$ cat src/rtl/rwt_axis_tag_insert.sv
// ---------------------------------------------------------------------------
// rwt_axis_tag_insert
//
// Inserts in-band tags into an AXI-Stream. A word that carries a tag request
// is preceded by a two-word escape sequence: the escape word, then a control
// word whose bit 7 is set and whose low bits carry the tag type. A payload
// word that happens to equal the escape word is sent as escape word plus an
// all-zero control word. That control word carries the original keep/last,
// so the downstream sink can rebuild the literal without a third word.
//
// Ports
//   clk              single clock, rising edge
//   aresetn          asynchronous active-low reset (release synchronised)
//   use_tags         1 = tag insertion / escaping enabled, 0 = passthrough
//   tag_escape       escape word value
//   s_axi_t*         upstream AXI-Stream slave (data/keep/last/valid/ready)
//   s_axi_tag_valid  current input word carries a tag (qualified by tvalid)
//   s_axi_tag_type   tag type for the current input word
//   m_axi_t*         downstream AXI-Stream master (data/keep/last/valid/ready)
// ---------------------------------------------------------------------------
module rwt_axis_tag_insert #(
    parameter int unsigned DWIDTH  = 64,
    parameter int unsigned TTWIDTH = 7
) (
    input  logic                  clk,
    input  logic                  aresetn,
    input  logic                  use_tags,
    input  logic [DWIDTH-1:0]     tag_escape,
    input  logic [DWIDTH-1:0]     s_axi_tdata,
    input  logic [DWIDTH/8-1:0]   s_axi_tkeep,
    input  logic                  s_axi_tlast,
    input  logic                  s_axi_tvalid,
    output logic                  s_axi_tready,
    input  logic                  s_axi_tag_valid,
    input  logic [TTWIDTH-1:0]    s_axi_tag_type,
    output logic [DWIDTH-1:0]     m_axi_tdata,
    output logic [DWIDTH/8-1:0]   m_axi_tkeep,
    output logic                  m_axi_tlast,
    output logic                  m_axi_tvalid,
    input  logic                  m_axi_tready
);

    localparam int unsigned KWIDTH = DWIDTH / 8;

    localparam logic [1:0] ST_PASS = 2'd0;
    localparam logic [1:0] ST_CTRL = 2'd1;
    localparam logic [1:0] ST_DATA = 2'd2;

    // Reset synchroniser: assertion is immediate, release takes two clocks.
    logic [1:0] rst_sync_q;
    logic       run;

    always_ff @(posedge clk or negedge aresetn) begin
        if (!aresetn) begin
            rst_sync_q <= '0;
        end else begin
            rst_sync_q <= {rst_sync_q[0], 1'b1};
        end
    end

    assign run = rst_sync_q[1];

    logic [1:0]         state_q, state_d;
    logic               is_tag_q, is_tag_d;
    logic [TTWIDTH-1:0] tag_type_q, tag_type_d;

    always_ff @(posedge clk or negedge aresetn) begin
        if (!aresetn) begin
            state_q    <= ST_PASS;
            is_tag_q   <= 1'b0;
            tag_type_q <= '0;
        end else begin
            state_q    <= state_d;
            is_tag_q   <= is_tag_d;
            tag_type_q <= tag_type_d;
        end
    end

    logic              esc_needed;
    logic [DWIDTH-1:0] ctrl_word;
    logic [DWIDTH-1:0] out_data;
    logic [KWIDTH-1:0] out_keep;
    logic              out_last;
    logic              out_valid;
    logic              in_ready;

    assign esc_needed = use_tags && s_axi_tvalid &&
                        (s_axi_tag_valid || (s_axi_tdata == tag_escape));

    always_comb begin
        state_d    = state_q;
        is_tag_d   = is_tag_q;
        tag_type_d = tag_type_q;

        ctrl_word = '0;
        if (is_tag_q) begin
            ctrl_word[7]           = 1'b1;
            ctrl_word[TTWIDTH-1:0] = tag_type_q;
        end

        // Passthrough is the default; states override only what differs.
        out_data  = s_axi_tdata;
        out_keep  = s_axi_tkeep;
        out_last  = s_axi_tlast;
        out_valid = s_axi_tvalid;
        in_ready  = m_axi_tready;

        case (state_q)
            ST_PASS: begin
                if (esc_needed) begin
                    out_data  = tag_escape;
                    out_keep  = '1;
                    out_last  = 1'b0;
                    out_valid = 1'b1;
                    in_ready  = 1'b0;
                    if (run && m_axi_tready) begin
                        state_d    = ST_CTRL;
                        // A tag request wins over the literal case.
                        is_tag_d   = s_axi_tag_valid;
                        tag_type_d = s_axi_tag_type;
                    end
                end
            end
            ST_CTRL: begin
                out_data  = ctrl_word;
                out_valid = 1'b1;
                if (is_tag_q) begin
                    out_keep = '1;
                    out_last = 1'b0;
                    in_ready = 1'b0;
                    if (run && m_axi_tready) begin
                        state_d = ST_DATA;
                    end
                end else begin
                    // Literal: the control word stands in for the input word,
                    // so it carries its keep/last and consumes it.
                    if (run && m_axi_tready) begin
                        state_d = ST_PASS;
                    end
                end
            end
            ST_DATA: begin
                if (run && m_axi_tready && s_axi_tvalid) begin
                    state_d = ST_PASS;
                end
            end
            default: begin
                state_d   = ST_PASS;
                out_valid = 1'b0;
                in_ready  = 1'b0;
            end
        endcase
    end

    assign m_axi_tvalid = run && out_valid;
    assign s_axi_tready = run && in_ready;
    assign m_axi_tdata  = run ? out_data : '0;
    assign m_axi_tkeep  = run ? out_keep : '0;
    assign m_axi_tlast  = run && out_last;

endmodule

$ cat config.mk
export PLATFORM = sky130hd
export DESIGN_NAME = rwt_axis_tag_insert
export DESIGN_NICKNAME = d
export VERILOG_FILES = /design/src/rtl/rwt_axis_tag_insert.sv
export SDC_FILE = /design/constraint.sdc
export NUM_CORES = 1
export LEC_CHECK = 0
export CAP_MARGIN = 20
export CORE_ASPECT_RATIO = 0.9
export CORE_MARGIN = 5
export CORE_UTILIZATION = 23
export DETAILED_ROUTE_END_ITERATION = 10
export PLACE_DENSITY = 0.8
export SLEW_MARGIN = 20
export SYNTH_ARGS = -nofsm -noshare
export SYNTH_HDL_FRONTEND = slang
export SYNTH_SLANG_ARGS = --single-unit
$ cat constraint.sdc
create_clock -name clk -period 3.2 [get_ports clk]
set_input_delay 0.8 -clock clk [delete_from_list [all_inputs] [get_ports clk]]
set_output_delay 0.8 -clock clk [all_outputs]
set_load 0.01 [all_outputs]
==> impl_metrics.sql, run 1 <==
INSERT INTO impl_metrics (metric_group, metric, value, unit) VALUES
('power', 'switching_share', '36.9', '%'),
('drt', 'vias_per_cell', '5.11', ''),
('drt', 'routed_wire_length_per_instance', '20.0', 'um'),
('die', 'dieHeight', '103', 'um'),
('timing', 'worst-slew-pin-transition', '0.529', 'ns'),
('logic_synthesis', 'synth_largest_area_cell', 'xnor2_1', ''),
('power', 'vdd_ir_drop_max', '0.255', 'mV'),
('timing', 'fin_setup_tns', '-37.87', 'ns'),
('run_status', 'violations', 'setup timing', ''),
('timing', 'hold_viol', '0', ''),
('timing', 'fmaxAchievable', '0.265', 'GHz'),
('worst_setup_path', 'timing.critical_path.from_type', 'input port', ''),
('clocking', 'worstSkewPairLatency', '0.24', 'ns'),
('drt', 'detail_route.first_pass.iterations', '4', ''),
('placement', 'dpl_cell_area', '4890', 'sq um'),
('worst_setup_path', 'worstPathMaxFanout', '6', ''),
('worst_setup_path', 'critical-path-top-delay-family', 'buffers and inverters', ''),
('drt', 'drtAntennaViolNets', '0', ''),
('global_routing', 'first_pass_grt_wire_length', '18900', 'um'),
('worst_setup_path', 'critPathSlowestCell', 'a221o_2', ''),
('clocking', 'cts_max_path_buffers', '2', ''),
('logic_synthesis', 'seq_area_frac_synth', '13.6', '%'),
('logic_synthesis', 'synth_adder_area_share', '0', '%'),
('clocking', 'cts.sinks', '12', ''),
('timing', 'min_setup_slack_post_route', '-0.573', 'ns'),
('drt', 'detail_route.wirelength', '12900', 'um'),
('timing', 'rsz0062_at_grt', 'true', ''),
('logic_synthesis', 'synthSimpleGateAreaFrac', '17.1', '%'),
('global_routing', 'via_count_of_the_first_global_routing_pass', '3284', ''),
('placement', 'dp_worst_slack', '-1.47', 'ns'),
('power', 'internal_power', '698', 'uW'),
('worst_setup_path', 'critPathCaptureType', 'output pin', ''),
('global_routing', 'grt.total_usage', '20.6', '%'),
('timing', 'setup-violations-final', '74', ''),
('logic_synthesis', 'mean_instance_size_in_the_synthesized_netlist', '8.31', 'sq um'),
('placement', 'port_buf_inserts', '224', ''),
('timing', 'final.hold.worst_slack', '0.341', 'ns'),
('clocking', 'clkSlewWorstSetupHoldPaths', '0.05', 'ns'),
('logic_synthesis', 'area_share_of_the_largest_cell_type_after_synthesis', '25.5', '%'),
('logic_synthesis', 'synth_top_family_by_area', 'compound AO/OA/AOI/OAI gates', ''),
('timing', 'slew_headroom', '64.6', '%'),
('drt', 'num_vias', '3291', ''),
('layout', 'nets', '673', ''),
('logic_synthesis', 'post_synth_xor_area_fraction', '25.5', '%'),
('power', 'clock_power_share', '12.0', '%'),
('layout', 'final_area', '4880', 'sq um'),
('logic_synthesis', 'ys_dominant_reg_cell', 'dfrtp_1', ''),
('logic_synthesis', 'asyncSetResetFlopFracSynth', '100', '%'),
('worst_setup_path', 'worstPathCellList', 'dlygate4sd2_1 > xnor2_2 > nand4_1 > nor4_4 > buf_4 > nand4_4 > a221o_2 > buf_6 > buf_16 > a22o_1 > buf_2', ''),
('clocking', 'cts-root-buf', 'clkbuf_8', ''),
('power', 'power.share.combinational', '70.1', '%'),
('logic_synthesis', 'synthesized_area_fraction_occupied_by_ao_oa_aoi_and_oai_cells', '34.4', '%'),
('drt', 'drt_drc_violations_left', '0', ''),
('worst_setup_path', 'timing.critical_path.arrival', '2.97', 'ns'),
('layout', 'synthToLayoutAreaGrowth', '122', '%'),
('worst_setup_path', 'critPathRequiredTime', '2.40', 'ns'),
('power', 'power.net_switching', '407', 'uW'),
('timing', 'finalCritPeriodShare', '118', '%'),
('global_routing', 'grt_overflow_total', '0', ''),
('logic_synthesis', 'synth_enable_flop_cells', '0', ''),
('logic_synthesis', 'postSynthNetCount', '415', ''),
('worst_hold_path', 'holdCritPathClass', 'reg -> reg', ''),
('die', 'die_width', '113', 'um'),
('die', 'std_cell_rows', '33', ''),
('power', 'static_leakage_power', '0.00229', 'uW'),
('power', 'cellPowerDensity', '227', 'nW/um^2'),
('run_status', 'status', 'finished with violations', ''),
('clocking', 'cts-htree-levels', '1', ''),
('logic_synthesis', 'synthTopCellsByCount', '64 x xnor2_1, 56 x a22o_1, 21 x nand4_1', ''),
('logic_synthesis', 'post_synth_instance_area', '2200', 'sq um'),
('timing', 'timing.clock.skew', '0.00378', 'ns');
## layout make-up
cell class,instances,area (sq um)
Multi-Input combinational cell,228,2130
Tap cell,122,153
Sequential cell,12,300
Inverter,2,7.51
Timing Repair Buffer,276,2240
Fill cell,896,4370
Clock buffer,3,41.3
Antenna cell,1,2.50
## layout by cell type, fill, tap and decap left out, types with 2 or more instances in the layout
master           count
a21oi_1              3
a221o_1              4
a22o_1              56
a32oi_1              4
and2_1               6
buf_12               2
buf_16               2
buf_2               99
buf_4               39
buf_6               20
clkbuf_16            2
clkbuf_2            14
clkbuf_8             3
clkdlybuf4s15_1     24
clkdlybuf4s15_2     21
clkdlybuf4s50_1     31
dfrtp_1             12
dlygate4sd2_1       20
inv_1                2
mux2_2               8
nand2_1             14
nand3_1              8
nand4_1             21
nor2_1               3
nor3_1               2
nor3b_1              2
nor4_4               3
o2111ai_1            4
o21a_1               8
o21ai_0              6
xnor2_1             28
xnor2_2             35
## registers in the layout, indices dropped and copies added, names as in the netlist
name and cells:
rst_sync_q 2, state_q 2, is_tag_q 1, tag_type_q 7
## power groups by stage
stage	Combinational, uW	Sequential [uW]	Clock [uW]
global route	825	202	145
detailed placement	788	200	0
floorplan	312	192	0
CTS	746	198	136
finish	775	198	132
global placement	778	198	0
## worst reg2reg max path: stages (launching register included)
cell and delay, ns:
dfrtp_1 0.42, buf_4 0.19, nor3_1 0.30, buf_4 0.17
o2111ai_2 0.28, mux2_2 0.38
## stage by stage
step | util (%) | std cells | total power [uW]
after global placement | 52.8 | 625 | 975
after global routing | 52.7 | 644 | 1170
after floorplan | - | 265 | 504
final | 52.7 | 644 | 1110
after detailed placement | 52.8 | 625 | 989
after CTS | 52.1 | 637 | 1080
## per-layer routing
layer  up-vias  GRT usage, %  routed length [um]  share of wire (%)
met2       170          38.1                6480                 50
met4         0          3.70                 170                1.3
li1       1548             -                   -                  -
met1      1559          26.0                5270                 41
met5         -             0                   0                  0
met3        14          2.99                 983                7.6
## kinds of logic (layout without fill, tap and decap cells)
| kind of cell | Yosys count | after routing |
|---|---|---|
| XOR/XNOR | 64 | 64 |
| AND/OR/NAND/NOR | 63 | 63 |
| AO/OA/AOI/OAI | 91 | 91 |
| other | 1 | 2 |
| multiplexers | 9 | 9 |
| buffers and inverters | 25 | 281 |
| flip-flops | 12 | 12 |
## worst paths after layout
kind / startpoint / to / slack [ns] / cells past startpoint
max: tag_escape[45] / m_axi_tdata[61] / -0.57 / 11
min: rst_sync_q[0] / rst_sync_q[1] / 0.34 / 0
max reg2reg: state_q[0] / tag_type_q[2] / 1.33 / 5
min reg2reg: rst_sync_q[0] / rst_sync_q[1] / 0.34 / 0
max in group asynchronous: aresetn / rst_sync_q[0] / 1.93 / 1
min in group asynchronous: aresetn / rst_sync_q[1] / 0.91 / 1
## timing repair
action	in CTS	in global routing
resized for setup	651	37
endpoints found under the setup margin	82	74
hold buffers	0	0
gates cloned	3	3
setup buffers	7	3
pin swaps	75	31
No activity file was read; power rests on OpenSTA's default activity.
==> inputs of run 2 (changes only) <==
--- a/config.mk
+++ b/config.mk
@@ -15,3 +15,4 @@
 export SYNTH_ARGS = -nofsm -noshare
 export SYNTH_HDL_FRONTEND = slang
 export SYNTH_SLANG_ARGS = --single-unit
+export TNS_END_PERCENT = 10
==> run 2 against run 1 <==
Compared with the run above: the run still ends with setup timing left; sequential power hardly changed; highest routed layer unchanged; routed wire length down 4.0%; sequential share of layout area hardly changed; critical endpoint is now m_axi_tdata[36]; register-to-register slack worse by 0.15 ns; clock skew rose by 0.0013 ns.
==> impl_metrics.sql, run 2 (synthesis results as in run 1) <==
INSERT INTO impl_metrics (metric_group, metric, value, unit) VALUES
('layout', 'final-instance-count-excl-fill', '655', ''),
('worst_setup_path', 'critPathRequiredTime', '2.40', 'ns'),
('global_routing', 'via_count_of_the_first_global_routing_pass', '3437', ''),
('die', 'dieHeight', '103', 'um'),
('worst_setup_path', 'critical-path-top-delay-family', 'simple AND/OR/NAND/NOR gates', ''),
('timing', 'min_period', '3.81', 'ns'),
('layout', 'synthToLayoutAreaGrowth', '121', '%'),
('worst_setup_path', 'worstPathCellList', 'clkdlybuf4s15_1 > xnor2_2 > nand4_1 > nor4_4 > nand4_4 > a221o_4 > buf_4 > a22o_1 > dlygate4sd2_1', ''),
('clocking', 'worstSkewPairLatency', '0.24', 'ns'),
('global_routing', 'grt_overflow_total', '0', ''),
('placement', 'dp_worst_slack', '-1.36', 'ns'),
('worst_setup_path', 'setup.worst_path.start', 'tag_escape[29]', ''),
('clocking', 'tritoncts', 'built', ''),
('clocking', 'clkSlewWorstSetupHoldPaths', '0.05', 'ns'),
('global_routing', 'grt.total_usage', '19.9', '%'),
('layout', 'final_common_cell', 'buf_2', ''),
('layout', 'nets', '684', ''),
('worst_setup_path', 'cpPeakStageDelay', '0.48', 'ns'),
('drt', 'num_vias', '3326', ''),
('clocking', 'cts-root-buf', 'clkbuf_8', ''),
('worst_setup_path', 'critPathSlowestCell', 'a221o_4', ''),
('die', 'starting_density_of_the_core', '23.8', '%'),
('layout', 'largest_register_ffs', '7', ''),
('worst_setup_path', 'r2r_end', 'tag_type_q[5]', ''),
('drt', 'drtAntennaViolNets', '0', ''),
('layout', 'most_flops_register', 'tag_type_q', ''),
('timing', 'setup-violations-final', '74', ''),
('die', 'die_width', '113', 'um'),
('timing', 'fin_setup_tns', '-38.84', 'ns'),
('worst_setup_path', 'endpoint', 'm_axi_tdata[36]', ''),
('worst_setup_path', 'critical_path_buf_inv_count', '3', ''),
('layout', 'area_of_the_multi_input_gates', '2130', 'sq um'),
('drt', 'drt_drc_violations_left', '0', ''),
('placement', 'place_inst', '643', ''),
('global_routing', 'largest_net_degree_at_the_start_of_global_routing', '39', ''),
('worst_hold_path', 'holdCritPathClass', 'reg -> reg', ''),
('worst_setup_path', 'reg2regPathDepth', '6', ''),
('drt', 'routed_wire_length_per_instance', '18.9', 'um'),
('power', 'static_leakage_power', '0.00230', 'uW'),
('clocking', 'cts-htree-levels', '1', ''),
('die', 'fp.dieArea', '11600', 'sq um'),
('clocking', 'cts_hold_buf', '0', ''),
('layout', 'final_cell_mix', '97 x buf_2, 56 x a22o_1, 53 x buf_4', ''),
('power', 'cellPowerDensity', '230', 'nW/um^2'),
('job', 'max_cap_viol_count', '0', ''),
('clocking', 'cts_max_path_buffers', '2', ''),
('run_status', 'status', 'finished with violations', ''),
('drt', 'vias_per_cell', '5.08', ''),
('clocking', 'cts.sinks', '12', ''),
('timing', 'slew_headroom', '65.6', '%'),
('worst_setup_path', 'critPathCaptureType', 'output pin', ''),
('placement', 'port_buf_inserts', '224', ''),
('timing', 'timing.final.max_slew_violations', '0', ''),
('placement', 'detailedPlacementHpwl', '10200', 'um'),
('layout', 'diodes', '0', ''),
('timing', 'finalCritPeriodShare', '119', '%'),
('timing', 'timing.clock.skew', '0.00509', 'ns'),
('timing', 'worst-slew-pin-transition', '0.514', 'ns'),
('die', 'top_level_ports', '225', ''),
('layout', 'layout_top_registers', 'tag_type_q: 7 flops, rst_sync_q: 2 flops, state_q: 2 flops', ''),
('worst_setup_path', 'critical_path_depth', '9', ''),
('worst_setup_path', 'timing_worst_setup_path_type', 'in -> out', ''),
('timing', 'fmaxAchievable', '0.263', 'GHz'),
('run_status', 'violations', 'setup timing', ''),
('drt', 'detail_route.wirelength', '12400', 'um'),
('die', 'core-area', '9250', 'sq um'),
('global_routing', 'grt_antenna_before_repair', '0', ''),
('drt', 'detail_route.iter0.violations', '164', ''),
('die', 'std_cell_rows', '33', ''),
('worst_setup_path', 'worstPathMaxFanout', '6', ''),
('worst_setup_path', 'timing.critical_path.from_type', 'input port', ''),
('global_routing', 'first_pass_grt_wire_length', '18600', 'um'),
('worst_setup_path', 'timing.critical_path.arrival', '3.01', 'ns'),
('timing', 'rsz0062_at_grt', 'true', ''),
('drt', 'detail_route.first_pass.iterations', '4', ''),
('layout', 'fillers', '894', ''),
('layout', 'layout-drive-gt1-share', '49.7', '%'),
('placement', 'gp_congestion', '0.883', ''),
('worst_setup_path', 'regToRegSetupSlack', '1.18', 'ns'),
('worst_setup_path', 'worst_r2r_startpoint', 'state_q[1]', ''),
('power', 'vdd_ir_drop_max', '0.296', 'mV'),
('timing', 'min_setup_slack_post_route', '-0.609', 'ns'),
('clocking', 'cts_inserted_buffers', '3', ''),
('timing', 'hold_viol', '0', ''),
('layout', 'sequential_cell_area', '300', 'sq um');
[run 2: cell type report]
class | instances | area share (%)
Tap cell | 122 | 3.14
Clock buffer | 4 | 1.13
Sequential cell | 12 | 6.18
Multi-Input combinational cell | 228 | 43.7
Inverter | 2 | 0.154
Timing Repair Buffer | 287 | 45.7
[run 2: worst min path at each step]
stage	from	to	slack [ns]	cells after the start
floorplan	rst_sync_q[0]	rst_sync_q[1]	0.33	0
detailed placement	rst_sync_q[0]	rst_sync_q[1]	0.35	0
global route	rst_sync_q[0]	rst_sync_q[1]	0.36	0
global placement	rst_sync_q[0]	rst_sync_q[1]	0.33	0
finish	rst_sync_q[0]	rst_sync_q[1]	0.35	0
CTS	rst_sync_q[0]	rst_sync_q[1]	0.36	0
[run 2: worst reg2reg max path, stage by stage (launching register included)]
cell       delay, ns
dfrtp_1         0.48
buf_4           0.22
nor3_1          0.27
buf_4           0.17
buf_4           0.10
o2111ai_2       0.29
mux2_2          0.37
[run 2: routing by layer]
layer	GRT usage (%)	share of wire, %	vias up
met5	0	0	-
met4	5.73	2.3	0
met3	3.29	5.9	23
met2	37.1	52	135
met1	23.6	40	1598
li1	-	-	1570
[run 2: what timing repair did]
item | CTS | global route
setup endpoints to repair | 74 | 74
gates resized for setup | 623 | 57
hold endpoints to repair | 0 | 0
pin swaps | 93 | 63
buffers inserted | 3 | 4
gates cloned | 1 | 1
[run 2: through the flow]
step	cell area, sq um	total power [uW]	hold WS [ns]	util (%)
after floorplan	2270	502	0.331	-
after global placement	5010	984	0.332	54.2
after detailed placement	5010	998	0.350	54.2
after CTS	4910	1110	0.361	53.1
after global routing	4860	1180	0.363	52.6
final	4860	1120	0.354	52.6
[run 2: power by group]
part           total [uW]  switching, uW  internal (uW)
Sequential            199           20.5            179
Clock                 166           57.0            109
Combinational         754            326            428
Total                1120            403            716
==> inputs of run 3 (changes only) <==
--- a/config.mk
+++ b/config.mk
@@ -11,6 +11,7 @@
 export CORE_UTILIZATION = 23
 export DETAILED_ROUTE_END_ITERATION = 10
 export PLACE_DENSITY = 0.8
+export SKIP_LAST_GASP = 1
 export SLEW_MARGIN = 20
 export SYNTH_ARGS = -nofsm -noshare
 export SYNTH_HDL_FRONTEND = slang
==> run 3 against run 2 <==
Compared with the run above: the run still ends with setup timing left; largest power group unchanged; core utilization grew 4.7 points; register-to-register slack lost 0.02 ns; total power is 5.5% higher; count of clock-buffer cells in the layout is the same; global-route usage down 0.15 points; cell count rose by 1.4%; combinational power rose by 8.1%; setup slack worse by 0.12 ns; clock power about the same; non-clock buffer count rose by 8; maximum frequency fell by 3.0%; critical path type unchanged; critical path depth is 1 higher.
==> impl_metrics.sql, run 3 (synthesis results as in run 1) <==
INSERT INTO impl_metrics (metric_group, metric, value, unit) VALUES
('layout', 'final_core_utilization', '57.2', '%'),
('worst_setup_path', 'worstPathMaxFanout', '19', ''),
('timing', 'slew_headroom', '65.4', '%'),
('clocking', 'cts_max_path_buffers', '2', ''),
('die', 'core-area', '9250', 'sq um'),
('worst_setup_path', 'timing.critical_path.from_type', 'input port', ''),
('clocking', 'cts-htree-levels', '1', ''),
('die', 'die_width', '113', 'um'),
('layout', 'final_cell_mix', '61 x buf_4, 56 x a22o_1, 52 x buf_2', ''),
('worst_hold_path', 'holdCritPathClass', 'reg -> reg', ''),
('layout', 'diodes', '0', ''),
('die', 'std_cell_rows', '33', ''),
('layout', 'largest_register_ffs', '7', ''),
('placement', 'gp_congestion', '0.883', ''),
('job', 'max_cap_viol_count', '0', ''),
('timing', 'timing.clock.skew', '0.00546', 'ns'),
('layout', 'most_flops_register', 'tag_type_q', ''),
('layout', 'synthToLayoutAreaGrowth', '140', '%'),
('layout', 'layout_top_registers', 'tag_type_q: 7 flops, rst_sync_q: 2 flops, state_q: 2 flops', ''),
('timing', 'setup-violations-final', '74', ''),
('timing', 'timing.final.max_slew_violations', '0', ''),
('layout', 'layout-drive-gt1-share', '42.4', '%'),
('drt', 'routed_wire_length_per_instance', '19.5', 'um'),
('global_routing', 'largest_net_degree_at_the_start_of_global_routing', '39', ''),
('run_status', 'violations', 'setup timing', ''),
('clocking', 'cts-root-buf', 'clkbuf_8', ''),
('drt', 'num_vias', '3409', ''),
('run_status', 'status', 'finished with violations', ''),
('drt', 'detail_route.wirelength', '13000', 'um'),
('clocking', 'cts.sinks', '12', ''),
('power', 'internal_power', '767', 'uW'),
('worst_setup_path', 'critPathCaptureType', 'output pin', ''),
('layout', 'nets', '693', ''),
('power', 'cellPowerDensity', '223', 'nW/um^2'),
('worst_setup_path', 'timing_worst_setup_path_type', 'in -> out', ''),
('power', 'power.net_switching', '414', 'uW'),
('clocking', 'clkSlewWorstSetupHoldPaths', '0.05', 'ns'),
('power', 'vdd_ir_drop_max', '0.296', 'mV'),
('drt', 'drt_drc_violations_left', '0', ''),
('drt', 'detail_route.first_pass.iterations', '5', ''),
('layout', 'final_common_cell', 'buf_4', ''),
('timing', 'fmaxAchievable', '0.255', 'GHz'),
('drt', 'drtAntennaViolNets', '0', ''),
('placement', 'port_buf_inserts', '224', ''),
('die', 'top_level_ports', '225', ''),
('power', 'switching_share', '35.1', '%'),
('layout', 'final-instance-count-excl-fill', '664', ''),
('worst_setup_path', 'critPathRequiredTime', '2.40', 'ns'),
('clocking', 'cts_inserted_buffers', '3', ''),
('clocking', 'cts_hold_buf', '0', ''),
('die', 'dieHeight', '103', 'um'),
('timing', 'hold_viol', '0', ''),
('placement', 'place_inst', '643', ''),
('power', 'power_frac_seq', '17.0', '%'),
('drt', 'vias_per_cell', '5.13', ''),
('power', 'clock_power_share', '14.0', '%'),
('global_routing', 'grt_overflow_total', '0', ''),
('die', 'fp.dieArea', '11600', 'sq um'),
('drt', 'detail_route.iter0.violations', '195', ''),
('global_routing', 'grt.total_usage', '19.7', '%'),
('timing', 'min_setup_slack_post_route', '-0.728', 'ns'),
('global_routing', 'first_pass_grt_wire_length', '18400', 'um'),
('clocking', 'worstSkewPairLatency', '0.24', 'ns'),
('clocking', 'tritoncts', 'built', ''),
('power', 'power.share.combinational', '69.0', '%'),
('die', 'starting_density_of_the_core', '23.8', '%'),
('global_routing', 'via_count_of_the_first_global_routing_pass', '3434', ''),
('timing', 'worst-slew-pin-transition', '0.517', 'ns'),
('placement', 'detailedPlacementHpwl', '10200', 'um'),
('placement', 'dp_worst_slack', '-1.36', 'ns'),
('timing', 'rsz0062_at_grt', 'true', ''),
('power', 'static_leakage_power', '0.00293', 'uW'),
('timing', 'finalCritPeriodShare', '123', '%'),
('global_routing', 'grt_antenna_before_repair', '0', ''),
('timing', 'min_period', '3.93', 'ns'),
('worst_setup_path', 'timing.critical_path.arrival', '3.13', 'ns');
## run 3: final timing paths
kind,start,to,slack [ns],cells past startpoint
worst max register to register,state_q[1],tag_type_q[5],1.16,6
max in group asynchronous,aresetn,rst_sync_q[1],1.95,1
worst min register to register,rst_sync_q[0],rst_sync_q[1],0.35,0
worst min-delay path,rst_sync_q[0],rst_sync_q[1],0.35,0
worst max-delay path,s_axi_tdata[5],m_axi_tdata[61],-0.73,10
min in group asynchronous,aresetn,tag_type_q[1],0.90,1
## run 3: through the flow
step                hold slack (ns)  cell area (sq um)  power [uW]  setup TNS, ns
CTS                           0.361               5140        1170         -56.74
global route                  0.363               5290        1240         -56.10
finish                        0.354               5290        1180         -46.91
detailed placement            0.350               5010         998         -94.80
global placement              0.332               5010         984         -98.12
floorplan                     0.331               2270         502          -4.80
## run 3: routing by layer
layer | wire (um) | up-vias | track usage, %
met2 | 6830 | 154 | 37.4
met3 | 752 | 23 | 2.99
li1 | - | 1600 | -
met4 | 284 | 0 | 5.55
met1 | 5090 | 1632 | 23.2
met5 | 0 | - | 0
## run 3: final cells by class
cell class                      instances  area (sq um)
Multi-Input combinational cell        229          2150
Sequential cell                        12           300
Timing Repair Buffer                  295          2630
Clock buffer                            4          55.1
Inverter                                2          7.51
Fill cell                             837          3960
Tap cell                              122           153
## run 3: worst max-delay path: stages
cell,delay [ns]
clkdlybuf4s15_1,0.21
xnor2_1,0.19
nand4_1,0.18
nor4_4,0.35
nand4_4,0.15
a221o_4,0.49
buf_4,0.16
buf_12,0.15
a22o_1,0.26
dlymetal6s2s_1,0.18
## run 3: timing repair
| item | 4_1_cts | 5_1_grt |
|---|---|---|
| setup endpoints to repair | 74 | 74 |
| gates resized for setup | 421 | 113 |
| gates cloned | 1 | 2 |
| buffers inserted | 3 | 11 |
| pin swaps | 75 | 45 |
## run 3: power by group through the flow
stage / clock network [uW] / logic [uW] / registers, uW
2_1_floorplan: 0 / 310 / 192
3_3_place_gp: 0 / 784 / 199
3_5_place_dp: 0 / 797 / 201
4_1_cts: 170 / 800 / 199
5_1_grt: 176 / 863 / 203
6_report: 166 / 815 / 200
